<file path="src/rtl/esc_pkg.sv">
// rtl/esc_pkg.sv - shared defaults and saturating compensation helper for the multi-channel ESC interface
//
// Contents:
//   DEF_* localparams : default channel count, field widths, frame width, idle pulse, scale
//   sat_comp()        : speed + offset, clipped to the largest value a speed field can hold
package esc_pkg;

  localparam int DEF_NUM_CH    = 4;
  localparam int DEF_SPEED_W   = 11;
  localparam int DEF_OFF_W     = 10;
  localparam int DEF_PERIOD_W  = 20;
  localparam int DEF_MIN_PULSE = 50000;
  localparam int DEF_SCALE     = 3;

  // Callers zero-extend their fields to 32 bits. Widths are small enough
  // that the sum cannot wrap at 32 bits.
  function automatic logic [31:0] sat_comp(input logic [31:0] spd,
                                           input logic [31:0] ofs,
                                           input int unsigned speed_w);
    logic [31:0] sum;
    logic [31:0] lim;
    sum = spd + ofs;
    lim = (32'd1 << speed_w) - 32'd1;
    return (sum > lim) ? lim : sum;
  endfunction

endpackage

</file>
<file path="src/rtl/esc_channel.sv">
// rtl/esc_channel.sv - one ESC channel: staging, pulse calculation, frame-aligned active width, pwm flop
//
// Ports:
//   clk, rst_n     : clock, asynchronous active-low reset
//   speed, off     : this channel's slice of the packed setting buses
//   wr             : capture speed/off into staging
//   armed          : arm request, sampled only at the frame boundary
//   cnt            : shared frame counter
//   boundary       : high in the last cycle of a frame (cnt all ones)
//   pwm            : registered pulse output
module esc_channel
  import esc_pkg::*;
#(
  parameter int SPEED_W   = DEF_SPEED_W,
  parameter int OFF_W     = DEF_OFF_W,
  parameter int PERIOD_W  = DEF_PERIOD_W,
  parameter int MIN_PULSE = DEF_MIN_PULSE,
  parameter int SCALE     = DEF_SCALE
) (
  input  logic                clk,
  input  logic                rst_n,
  input  logic [SPEED_W-1:0]  speed,
  input  logic [OFF_W-1:0]    off,
  input  logic                wr,
  input  logic                armed,
  input  logic [PERIOD_W-1:0] cnt,
  input  logic                boundary,
  output logic                pwm
);

  localparam logic [PERIOD_W-1:0] IDLE_PULSE = PERIOD_W'(MIN_PULSE);
  localparam logic [PERIOD_W-1:0] SCALE_P    = PERIOD_W'(SCALE);

  logic [SPEED_W-1:0]  stg_speed;
  logic [OFF_W-1:0]    stg_off;
  logic [SPEED_W-1:0]  src_speed;
  logic [OFF_W-1:0]    src_off;
  logic [PERIOD_W-1:0] comp;
  logic [PERIOD_W-1:0] pulse_calc;
  logic [PERIOD_W-1:0] active_pulse;
  logic                active_armed;

  // A write landing in the boundary cycle must still make the next frame,
  // so the pulse is computed from the incoming data rather than staging.
  assign src_speed  = wr ? speed : stg_speed;
  assign src_off    = wr ? off   : stg_off;
  assign comp       = PERIOD_W'(sat_comp(32'(src_speed), 32'(src_off), SPEED_W));
  assign pulse_calc = comp * SCALE_P + IDLE_PULSE;

  always_ff @(posedge clk or negedge rst_n) begin
    if (!rst_n) begin
      stg_speed    <= '0;
      stg_off      <= '0;
      active_pulse <= IDLE_PULSE;
      active_armed <= 1'b0;
      pwm          <= 1'b0;
    end else begin
      if (wr) begin
        stg_speed <= speed;
        stg_off   <= off;
      end
      if (boundary) begin
        active_armed <= armed;
        active_pulse <= armed ? pulse_calc : IDLE_PULSE;
      end
      // Disarmed channels still emit the idle pulse so the ESC stays calibrated.
      pwm <= (cnt < (active_armed ? active_pulse : IDLE_PULSE));
    end
  end

endmodule

</file>
<file path="src/rtl/esc_interface_multi.sv">
// rtl/esc_interface_multi.sv - multi-channel ESC PWM interface sharing one frame counter
//
// Ports:
//   clk, rst_n   : clock, asynchronous active-low reset
//   speed        : NUM_CH packed unsigned speeds, channel 0 in LSBs
//   off          : NUM_CH packed unsigned trim offsets, channel 0 in LSBs
//   wr           : capture all speed/off fields into staging
//   armed        : 0 forces every channel to MIN_PULSE from the next frame
//   pwm          : registered PWM per channel
//   frame_start  : one-clk pulse aligned with the pwm rising edge
module esc_interface_multi
  import esc_pkg::*;
#(
  parameter int NUM_CH    = DEF_NUM_CH,
  parameter int SPEED_W   = DEF_SPEED_W,
  parameter int OFF_W     = DEF_OFF_W,
  parameter int PERIOD_W  = DEF_PERIOD_W,
  parameter int MIN_PULSE = DEF_MIN_PULSE,
  parameter int SCALE     = DEF_SCALE
) (
  input  logic                      clk,
  input  logic                      rst_n,
  input  logic [NUM_CH*SPEED_W-1:0] speed,
  input  logic [NUM_CH*OFF_W-1:0]   off,
  input  logic                      wr,
  input  logic                      armed,
  output logic [NUM_CH-1:0]         pwm,
  output logic                      frame_start
);

  localparam longint MAX_PULSE  = (longint'(2) ** SPEED_W - 1) * SCALE + MIN_PULSE;
  localparam longint FRAME_CLKS = longint'(2) ** PERIOD_W;

  // The widest pulse must fit in a frame, otherwise the counter compare wraps.
  if (MAX_PULSE > FRAME_CLKS - 1) begin : g_range_err
    $error("esc_interface_multi: maximum pulse does not fit in PERIOD_W bits");
  end
  if (OFF_W > SPEED_W) begin : g_off_err
    $error("esc_interface_multi: OFF_W must not exceed SPEED_W");
  end

  logic [PERIOD_W-1:0] cnt;
  logic                boundary;

  assign boundary = &cnt;

  always_ff @(posedge clk or negedge rst_n) begin
    if (!rst_n) begin
      cnt         <= '0;
      frame_start <= 1'b0;
    end else begin
      cnt         <= cnt + 1'b1;
      frame_start <= (cnt == '0);
    end
  end

  for (genvar i = 0; i < NUM_CH; i++) begin : g_ch
    esc_channel #(
      .SPEED_W   (SPEED_W),
      .OFF_W     (OFF_W),
      .PERIOD_W  (PERIOD_W),
      .MIN_PULSE (MIN_PULSE),
      .SCALE     (SCALE)
    ) u_ch (
      .clk      (clk),
      .rst_n    (rst_n),
      .speed    (speed[i*SPEED_W +: SPEED_W]),
      .off      (off[i*OFF_W +: OFF_W]),
      .wr       (wr),
      .armed    (armed),
      .cnt      (cnt),
      .boundary (boundary),
      .pwm      (pwm[i])
    );
  end

endmodule

</file>
<file path="config.mk">
export PLATFORM = sky130hd
export DESIGN_NAME = esc_interface_multi
export DESIGN_NICKNAME = d
export VERILOG_FILES = /design/src/rtl/esc_pkg.sv /design/src/rtl/esc_channel.sv /design/src/rtl/esc_interface_multi.sv
export SDC_FILE = /design/constraint.sdc
export NUM_CORES = 1
export LEC_CHECK = 0
export ABC_AREA = 1
export BUFFER_PORTS_ARGS = -buffer_cell sky130_fd_sc_hd__buf_4
export CAP_MARGIN = 10
export CORE_MARGIN = 2
export CORE_UTILIZATION = 66
export CTS_BUF_LIST = sky130_fd_sc_hd__clkbuf_8 sky130_fd_sc_hd__clkbuf_16
export DETAILED_ROUTE_END_ITERATION = 8
export PLACE_DENSITY = 0.86
export SLEW_MARGIN = 20
export SYNTH_ARGS = -nofsm -noshare
export SYNTH_HDL_FRONTEND = slang
export SYNTH_SLANG_ARGS = --single-unit
</file>
<file path="constraint.sdc">
create_clock -name clk -period 10.1 [get_ports clk]
set_clock_uncertainty 0.05 [all_clocks]
set_input_delay 0 -clock clk [delete_from_list [all_inputs] [get_ports clk]]
set_output_delay 0 -clock clk [all_outputs]
set_load 0.05 [all_outputs]
</file>
==> results_dict.tcl, run 1 <==
set metrics [dict create \
    clock-sinks 166 \
    cts_made_buffers 17 \
    grt_overflow_total 0 \
    start_kind "flip-flop" \
    insertion_delay_ns 0.45 \
    gp_congestion 0.9196 \
    grt_pass1_wl_mm 57.73 \
    start_util_pct 67.65 \
    synth_edf_count 0 \
    slew_headroom_pct 40.18 \
    power_density_nw_per_um2 213.8 \
    grt_setup_unrepaired "false" \
    p_leak_nw 8.602 \
    worst-slew-pin-transition_ns 0.8951 \
    via_per_inst 5.575 \
    drive_gt1_share_pct 12.69 \
    rows 51 \
    period_share_pct 42.98 \
    synthCells 1755 \
    cts_tree "done" \
    path_clk_slew_ns 0.08 \
    outcome "complete, no violations" \
    drtAntennaViolNets 0 \
    die_x_um 145.7 \
    timing.setup.tns_ns 0 \
    m1WireLength_mm 14.36 \
    hold_path_depth 2 \
    setup_viol 0 \
    cts_root_buf "clkbuf_16" \
    hp-class "in -> reg" \
    dieArea_um2 21230 \
    synthesis.area_um2 13250 \
    syn-num-nets 2025 \
    die_y_um 145.7 \
    grt.total_usage_pct 32.89 \
    dp.cells 2083 \
    htreeDepth 4 \
    critical_path_class "reg -> reg" \
    total_power_w 0.003336 \
    r2r_end "g_ch[0].u_ch.active_pulse[10]" \
    worst-path-max-fanout 11 \
    maxSlewViolCount 0 \
    ys_async_sr_fraction_pct 100.0 \
    met2_length_mm 16.13 \
    core_area_um2 19590 \
    antenna_found_initial 0 \
    drv_cap 0 \
    worstHoldStart "wr" \
    port_buffers 92 \
    syn_to_final_growth_pct 17.71 \
    n_antenna_cell 0 \
    dr.pass1.iters 7 \
    post_cts_resized 0 \
    final.min_clock_period_ns 4.341 \
    hold_viol_final 0 \
    routed_wl_mm 33.96 \
    vdd_drop_max_v 0.0001244 \
    synth-seq-area-share_pct 31.50 \
    hold_end "g_ch[3].u_ch.stg_off[7]" \
    hpwl_mm 22.49 \
    drc 0 \
    ys_warn_count 0 \
    end_kind "flip-flop" \
    synth_area_leaders "dfrtp_1 (28%), ha_1 (16%), nand2_1 (16%)" \
    yosysUniqueCellTypes 39 \
    top_layer "met4" \
    final_cells 2203 \
    vias 12280 \
    grt_pass1_vias 12530 \
    r2r_cells 20 \
    synth_seq_cells 166 \
    ys.flop_type "dfrtp_1" \
    clock.fmax_mhz 230.4 \
    wire_per_inst_um 15.41 \
    drt_iter0_drc 859 \
    met3_wirelength_mm 2.242 \
    ios 93 \
    finalNetCount 2195 \
    arrival_ns 4.62 \
    grt_max_degree 89 \
    avgSynthCellArea_um2 7.551 \
    timing.rr.start "g_ch[0].u_ch.stg_off[2]" \
    final_core_util_pct 79.63 \
    r2r_slack_ns 5.76 \
    synth.top_cell.area_share_pct 28.32 \
    required_ns 10.38 \
    clockBufferDepth 2 \
    yosysTopAreaCell "dfrtp_1" \
]
cell usage after synthesis, types with 5 or more instances:
| master | number |
|---|---|
| nand3_1 | 136 |
| xor2_1 | 28 |
| mux2_2 | 80 |
| a21oi_1 | 62 |
| inv_1 | 243 |
| nor3_1 | 10 |
| fa_1 | 8 |
| nand4_1 | 20 |
| o21ai_0 | 21 |
| nand3b_1 | 10 |
| xnor2_1 | 15 |
| dfrtp_1 | 150 |
| o21bai_1 | 12 |
| buf_2 | 15 |
| dfstp_2 | 16 |
| buf_4 | 6 |
| buf_6 | 5 |
| nor2_1 | 132 |
| ha_1 | 174 |
| inv_2 | 5 |
| nand2_1 | 562 |
cell families (layout without fill, tap and decap cells):
logic type,after synthesis,after routing,synth area share [%]
mux,80,80,6.798
simple gates,889,889,27.88
buf+inv,282,465,8.582
xor+xnor,43,43,2.842
flops,166,166,31.50
fa+ha+maj,182,182,17.64
compound gates,113,113,4.768
area by class of cell:
class / instances / area (um^2)
repair buffers: 183 / 1633
clock buffers: 18 / 439.2
inverters: 250 / 938.4
fillers: 1312 / 3990
well taps: 265 / 331.6
multi-input cells: 1307 / 7941
clock inverters: 14 / 142.6
flip-flops and latches: 166 / 4174
report_power, final:
part / internal, W / switching [W] / leakage, nW
Clock: 0.000354 / 0.000307 / 0.286
Sequential: 0.000698 / 0.0000109 / 1.84
Combinational: 0.000757 / 0.00121 / 6.47
Total: 0.00181 / 0.00153 / 8.60
registers in the layout (all words and copies together), names as in the netlist:
signal and flops:
g_ch.u_ch.active_armed 1, g_ch.u_ch.pwm 4, g_ch.u_ch.stg_speed 44, frame_start 1, g_ch.u_ch.active_pulse 56, g_ch.u_ch.stg_off 40
cnt 20
stage by stage:
| step | area, um^2 | setup slack (ns) | hold WS, ns |
|---|---|---|---|
| floorplan | 13250 | 6.623 | -0.3456 |
| global placement | 14100 | 5.543 | 0.05365 |
| detailed placement | 14100 | 5.325 | 0.07635 |
| CTS | 15540 | 5.753 | 0.1918 |
| global route | 15600 | 5.371 | 0.06689 |
| finish | 15600 | 5.759 | 0.04847 |
layer usage:
layer | up-vias | track usage [%]
met2 | 542 | 56.04
met5 | - | 0
met3 | 122 | 5.643
met4 | 0 | 13.73
met1 | 5653 | 41.50
li1 | 5965 | -
placed cells by master (no fill, tap or decap), types with 12 or more instances in the layout:
cell type / netlist / layout
mux2_2: 80 / 80
xnor2_1: 15 / 15
o21bai_1: 12 / 12
dfstp_2: 16 / 16
xor2_1: 28 / 28
a21oi_1: 62 / 62
dlygate4sd3_1: 0 / 86
clkbuf_16: 0 / 17
o21ai_0: 21 / 21
dfrtp_1: 150 / 150
nand2_1: 562 / 562
ha_1: 174 / 174
nor2_1: 132 / 132
nand3_1: 136 / 136
buf_4: 6 / 94
inv_1: 243 / 244
nand4_1: 20 / 20
worst max-delay path by stage:
stage,from,endpoint,depth (start not counted)
3_5_place_dp,wr,g_ch[3].u_ch.active_pulse[10],21
5_1_grt,g_ch[0].u_ch.stg_off[2],g_ch[0].u_ch.active_pulse[10],20
6_report,g_ch[0].u_ch.stg_off[2],g_ch[0].u_ch.active_pulse[10],20
4_1_cts,wr,g_ch[3].u_ch.active_pulse[10],21
3_3_place_gp,wr,g_ch[3].u_ch.active_pulse[10],21
2_1_floorplan,wr,g_ch[0].u_ch.active_pulse[10],23
worst max-delay path, stage by stage (launching register included):
cell and delay, ns:
dfrtp_1 0.38, mux2_2 0.29, ha_1 0.41, nand2_1 0.15, nand3_1 0.24, nand2_1 0.16
nand2_1 0.07, a21boi_1 0.52, o21ai_0 0.33, ha_1 0.37, ha_1 0.19, inv_1 0.07
fa_1 0.40, inv_1 0.10, nand3_1 0.07, nand3_1 0.11, nand2_1 0.08, nand2_1 0.07
nand2_1 0.04, nand3_1 0.07, nand2_1 0.05
what timing repair did:
action                    in CTS  in global routing
setup buffers                  0                  0
hold buffers                  86                  0
hold endpoints to repair     175                  0
Power figures use the tool's default switching activity.
==> inputs of run 2 (changes only) <==
- CORE_UTILIZATION: 66 -> 62
- PLACE_DENSITY: 0.86 -> 0.82
- clock period: 10.1 -> 4.3 ns (I/O delays scaled with it)
==> results_dict.tcl, run 2 (same netlist as run 1, synthesis figures left out) <==
set metrics [dict create \
    outcome "complete, no violations" \
    end_kind "flip-flop" \
    dr.pass1.iters 6 \
    timing.setup.tns_ns 0 \
    drc 0 \
    cts_made_buffers 17 \
    clockBufferDepth 2 \
    critical_path_class "reg -> reg" \
    grt_pass1_wl_mm 55.22 \
    slew_headroom_pct 45.27 \
    grt.total_usage_pct 30.48 \
    hp-class "in -> reg" \
    finalNetCount 2204 \
    die_y_um 150.2 \
    power_density_nw_per_um2 493.8 \
    ios 93 \
    wire_per_inst_um 14.63 \
    core_area_um2 21020 \
    htreeDepth 4 \
    period_share_pct 88.91 \
    rows 53 \
    hold_viol_final 0 \
    arrival_ns 4.09 \
    worst-slew-pin-transition_ns 0.8190 \
    clock-sinks 166 \
    dieArea_um2 22560 \
    clock.fmax_mhz 261.6 \
    vias 11880 \
    cts_root_buf "clkbuf_16" \
    place_ws_ns 0.2532 \
    hpwl_mm 22.88 \
    drt_iter0_drc 730 \
    top_regs "g_ch.u_ch.active_pulse x56, g_ch.u_ch.stg_speed x44, g_ch.u_ch.stg_off x40" \
    via_per_inst 5.343 \
    r2r_slack_ns 0.48 \
    post_cts_resized 0 \
    port_buffers 92 \
    grt_overflow_total 0 \
    worst_slack_ns 0.4769 \
    final.min_clock_period_ns 3.823 \
    final_core_util_pct 74.48 \
    die_x_um 150.2 \
    largest_reg_flops 56 \
    path_clk_slew_ns 0.07 \
    worst-path-max-fanout 7 \
    layout_common_cells "nand2_1 (562), inv_1 (244), ha_1 (174)" \
    gp_congestion 0.9090 \
    start_util_pct 63.04 \
    maxSlewViolCount 0 \
    p_leak_nw 8.630 \
    grt_pass1_vias 11710 \
    start_kind "flip-flop" \
    drtAntennaViolNets 0 \
    vdd_drop_max_v 0.0002765 \
    drive_gt1_share_pct 13.10 \
    postCtsSetupRepairBufs 0 \
    syn_to_final_growth_pct 18.14 \
    drv_cap 0 \
    setup_viol 0 \
    insertion_delay_ns 0.45 \
    grt_max_degree 79 \
    required_ns 4.57 \
    antenna_found_initial 0 \
    routed_wl_mm 32.52 \
    cts_tree "done" \
    grt_setup_unrepaired "false" \
    top_register "g_ch.u_ch.active_pulse" \
    layout_commonest_cell "nand2_1" \
]
==> run 2: through the flow <==
step / instance area (um^2) / std cells / power (W) / hold slack [ns]
floorplan: 13250 / 1755 / 0.005126 / -0.3456
global placement: 14210 / 2104 / 0.005981 / 0.02629
detailed placement: 14210 / 2104 / 0.006049 / 0.03799
CTS: 15650 / 2222 / 0.007697 / 0.04701
global route: 15650 / 2222 / 0.008502 / 0.06351
finish: 15660 / 2223 / 0.007732 / 0.05997
==> run 2: what timing repair did <==
| action | 4_1_cts | 5_1_grt |
|---|---|---|
| hold buffers | 86 | 0 |
| hold endpoints to repair | 172 | 0 |
| setup endpoints to repair | 0 | 0 |
==> run 2: critical path, cell delays in order (launching register included) <==
cell and delay, ns:
dfrtp_1 0.38, mux2_2 0.29, ha_1 0.37, nand2_1 0.09, nand2_1 0.08, a21oi_1 0.19, nand2_1 0.10, a21boi_1 0.32
buf_4 0.23, nand3_1 0.16, ha_1 0.34, ha_1 0.38, nand2_1 0.10, nor2_1 0.18, nand3_1 0.15, nand3_1 0.11
nand2_1 0.05, nand3_1 0.08, nand2_1 0.05
==> run 2: final cells by class <==
type	instances	area, um^2
Multi-Input combinational cell	1307	7941
Fill cell	1567	5365
Sequential cell	166	4174
Timing Repair Buffer	192	1673
Inverter	250	938.4
Clock buffer	20	466.7
Tap cell	275	344.1
Clock inverter	12	116.4
Antenna cell	1	2.502
==> run 2: layer usage <==
metal	track usage [%]	routed length [um]	vias up
met5	0	0	-
met4	8.679	582	0
met3	4.515	1646	60
met2	52.58	15900	363
met1	39.92	14390	5473
li1	-	-	5982
==> run 2: worst paths after layout <==
check | start | to | depth (start not counted)
min in group asynchronous | rst_n | g_ch[2].u_ch.stg_speed[0] | 2
hold reg to reg | g_ch[2].u_ch.active_pulse[8] | g_ch[2].u_ch.active_pulse[8] | 2
setup / recovery | g_ch[3].u_ch.stg_off[4] | g_ch[3].u_ch.active_pulse[11] | 18
setup reg to reg | g_ch[3].u_ch.stg_off[4] | g_ch[3].u_ch.active_pulse[11] | 18
hold / removal | wr | g_ch[3].u_ch.stg_off[7] | 2
max in group asynchronous | rst_n | g_ch[3].u_ch.active_pulse[12] | 3
==> run 2: report_power, final <==
group / switching [W] / internal [W]
combinational: 0.00276 / 0.00178
clock: 0.000682 / 0.000853
sequential: 0.0000229 / 0.00164
==> inputs of run 3 (changes only) <==
- CTS_BUF_LIST: sky130_fd_sc_hd__clkbuf_8 sky130_fd_sc_hd__clkbuf_16 -> not set
==> results_dict.tcl, run 3 (same netlist as run 1, synthesis figures left out) <==
set metrics [dict create \
    outcome "complete, no violations" \
    maxSlewViolCount 0 \
    drtAntennaViolNets 0 \
    ios 93 \
    grt_overflow_total 0 \
    grt.total_usage_pct 30.48 \
    top_regs "g_ch.u_ch.active_pulse x56, g_ch.u_ch.stg_speed x44, g_ch.u_ch.stg_off x40" \
    gp_congestion 0.9090 \
    grt_max_degree 79 \
    worst-path-max-fanout 7 \
    r2r_cells 18 \
    power_density_nw_per_um2 493.4 \
    drv_cap 0 \
    syn_to_final_growth_pct 18.14 \
    timing.rr.start "g_ch[3].u_ch.stg_off[6]" \
    dieArea_um2 22560 \
    insertion_delay_ns 0.44 \
    grt_pass1_vias 11710 \
    drive_gt1_share_pct 13.10 \
    postCtsSetupRepairBufs 0 \
    htreeDepth 4 \
    critPathSlowestCell "ha_1" \
    cts_tree "done" \
    clockBufferDepth 2 \
    vdd_drop_max_v 0.0002749 \
    hold_buffers 86 \
    crit_end "g_ch[3].u_ch.active_pulse[11]" \
    vias 11810 \
    power_frac_comb_pct 58.6 \
    timing.setup.tns_ns 0 \
    cts_made_buffers 17 \
    worst-slew-pin-transition_ns 0.8255 \
    seqPwrFrac_pct 21.5 \
    cp_common_cell "nand2_1" \
    hp-class "in -> reg" \
    grt_setup_unrepaired "false" \
    clock-sinks 166 \
    required_ns 4.57 \
    core_area_um2 21020 \
    critical_path_class "reg -> reg" \
    end_kind "flip-flop" \
    grt_pass1_wl_mm 55.22 \
    hold_viol_final 0 \
    routed_wl_mm 32.53 \
    clock.fmax_mhz 262.0 \
    wire_per_inst_um 14.63 \
    internal_power_w 0.004273 \
    layout_commonest_cell "nand2_1" \
    register_area_um2 4174 \
    multi_input_area_um2 7941 \
    finalNetCount 2204 \
    max_stage_delay_ns 0.38 \
    r2r_slack_ns 0.48 \
    dr.pass1.iters 5 \
    largest_reg_flops 56 \
    die_y_um 150.2 \
    final.min_clock_period_ns 3.816 \
    antenna_found_initial 0 \
    switchingPower_w 0.003452 \
    r2r_end "g_ch[3].u_ch.active_pulse[11]" \
    cp-startpoint "g_ch[3].u_ch.stg_off[6]" \
    path_clk_slew_ns 0.07 \
    clkPwrFrac_pct 19.9 \
    cts_root_buf "clkbuf_16" \
    drt_iter0_drc 751 \
    p_sw_share_pct 44.69 \
    rows 53 \
    n_fill_cell 1567 \
    dp.cells 2104 \
    slew_headroom_pct 44.84 \
    drc 0 \
    path_cells "mux2_2 -> ha_1 -> nand2_1 -> inv_1 -> a21oi_1 -> nand2_1 -> a21boi_1 -> buf_4 -> nand3_1 -> ha_1 -> ha_1 -> nand2_1 -> nor2_1 -> nand3_1 -> nand3_1 -> nand2_1 -> nand3_1 -> nand2_1" \
    setup_viol 0 \
    start_kind "flip-flop" \
    hpwl_mm 22.88 \
    port_buffers 92 \
    die_x_um 150.2 \
    start_util_pct 63.04 \
    period_share_pct 88.75 \
    post_cts_resized 0 \
    final_cells 2223 \
    p_leak_nw 8.626 \
    layout_common_cells "nand2_1 (562), inv_1 (243), ha_1 (174)" \
    arrival_ns 4.08 \
    top_register "g_ch.u_ch.active_pulse" \
    via_per_inst 5.312 \
    total_power_w 0.007725 \
]
-- run 3: cell types whose count changed in the layout (fill, tap and decap cells not counted) --
cell | before | now
clkbuf_1 | 0 | 1
inv_1 | 244 | 243
-- run 3: stage by stage --
step | cell area [um^2] | hold slack, ns | setup slack (ns) | util [%]
after global routing | 15650 | 0.06351 | 0.01951 | 74.47
after CTS | 15650 | 0.04701 | 0.4879 | 74.47
after floorplan | 13250 | -0.3456 | 0.8228 | -
after detailed placement | 14210 | 0.03799 | 0.2532 | 67.60
after global placement | 14210 | 0.02629 | 0.3696 | 67.60
final | 15660 | 0.06333 | 0.4837 | 74.48
-- run 3: layout make-up --
cell class / instances / area share (%)
Multi-Input combinational cell: 1307 / 50.72
Sequential cell: 166 / 26.66
Timing Repair Buffer: 192 / 10.68
Inverter: 250 / 5.994
Clock buffer: 21 / 3.005
Tap cell: 275 / 2.198
Clock inverter: 11 / 0.7193
Antenna cell: 1 / 0.01598
-- run 3: power by group through the flow --
stage	sequential, W	combinational (W)	clock, W
after floorplan	0.00168	0.00345	0
after global placement	0.00168	0.00430	0
after detailed placement	0.00169	0.00436	0
after CTS	0.00166	0.00448	0.00156
after global routing	0.00167	0.00522	0.00162
final	0.00166	0.00453	0.00153
-- run 3: worst min path at each step --
stage / slack, ns / startpoint / depth (start not counted) / end
final: 0.06 / wr / 2 / g_ch[3].u_ch.stg_off[7]
after global routing: 0.06 / wr / 2 / g_ch[3].u_ch.stg_speed[7]
after CTS: 0.05 / wr / 2 / g_ch[3].u_ch.stg_speed[4]
after detailed placement: 0.04 / rst_n / 1 / g_ch[2].u_ch.stg_speed[0]
after global placement: 0.03 / rst_n / 1 / g_ch[2].u_ch.stg_speed[0]
after floorplan: -0.35 / rst_n / 0 / cnt[0]
-- run 3: routing by layer --
| layer | track usage [%] | part of all wire [%] |
|---|---|---|
| met1 | 39.92 | 45 |
| met3 | 4.515 | 4.8 |
| met5 | 0 | 0 |
| met2 | 52.58 | 49 |
| met4 | 8.679 | 1.8 |
-- run 3: worst max-delay path, delay by kind of cell (launching register included) --
kind,cells,cell delay (ns)
multiplexers,1,0.27
AO/OA/AOI/OAI,2,0.51
adder cells (fa/ha/maj),3,1.09
buffers and inverters,2,0.29
flip-flops,1,0.36
AND/OR/NAND/NOR,10,1.11
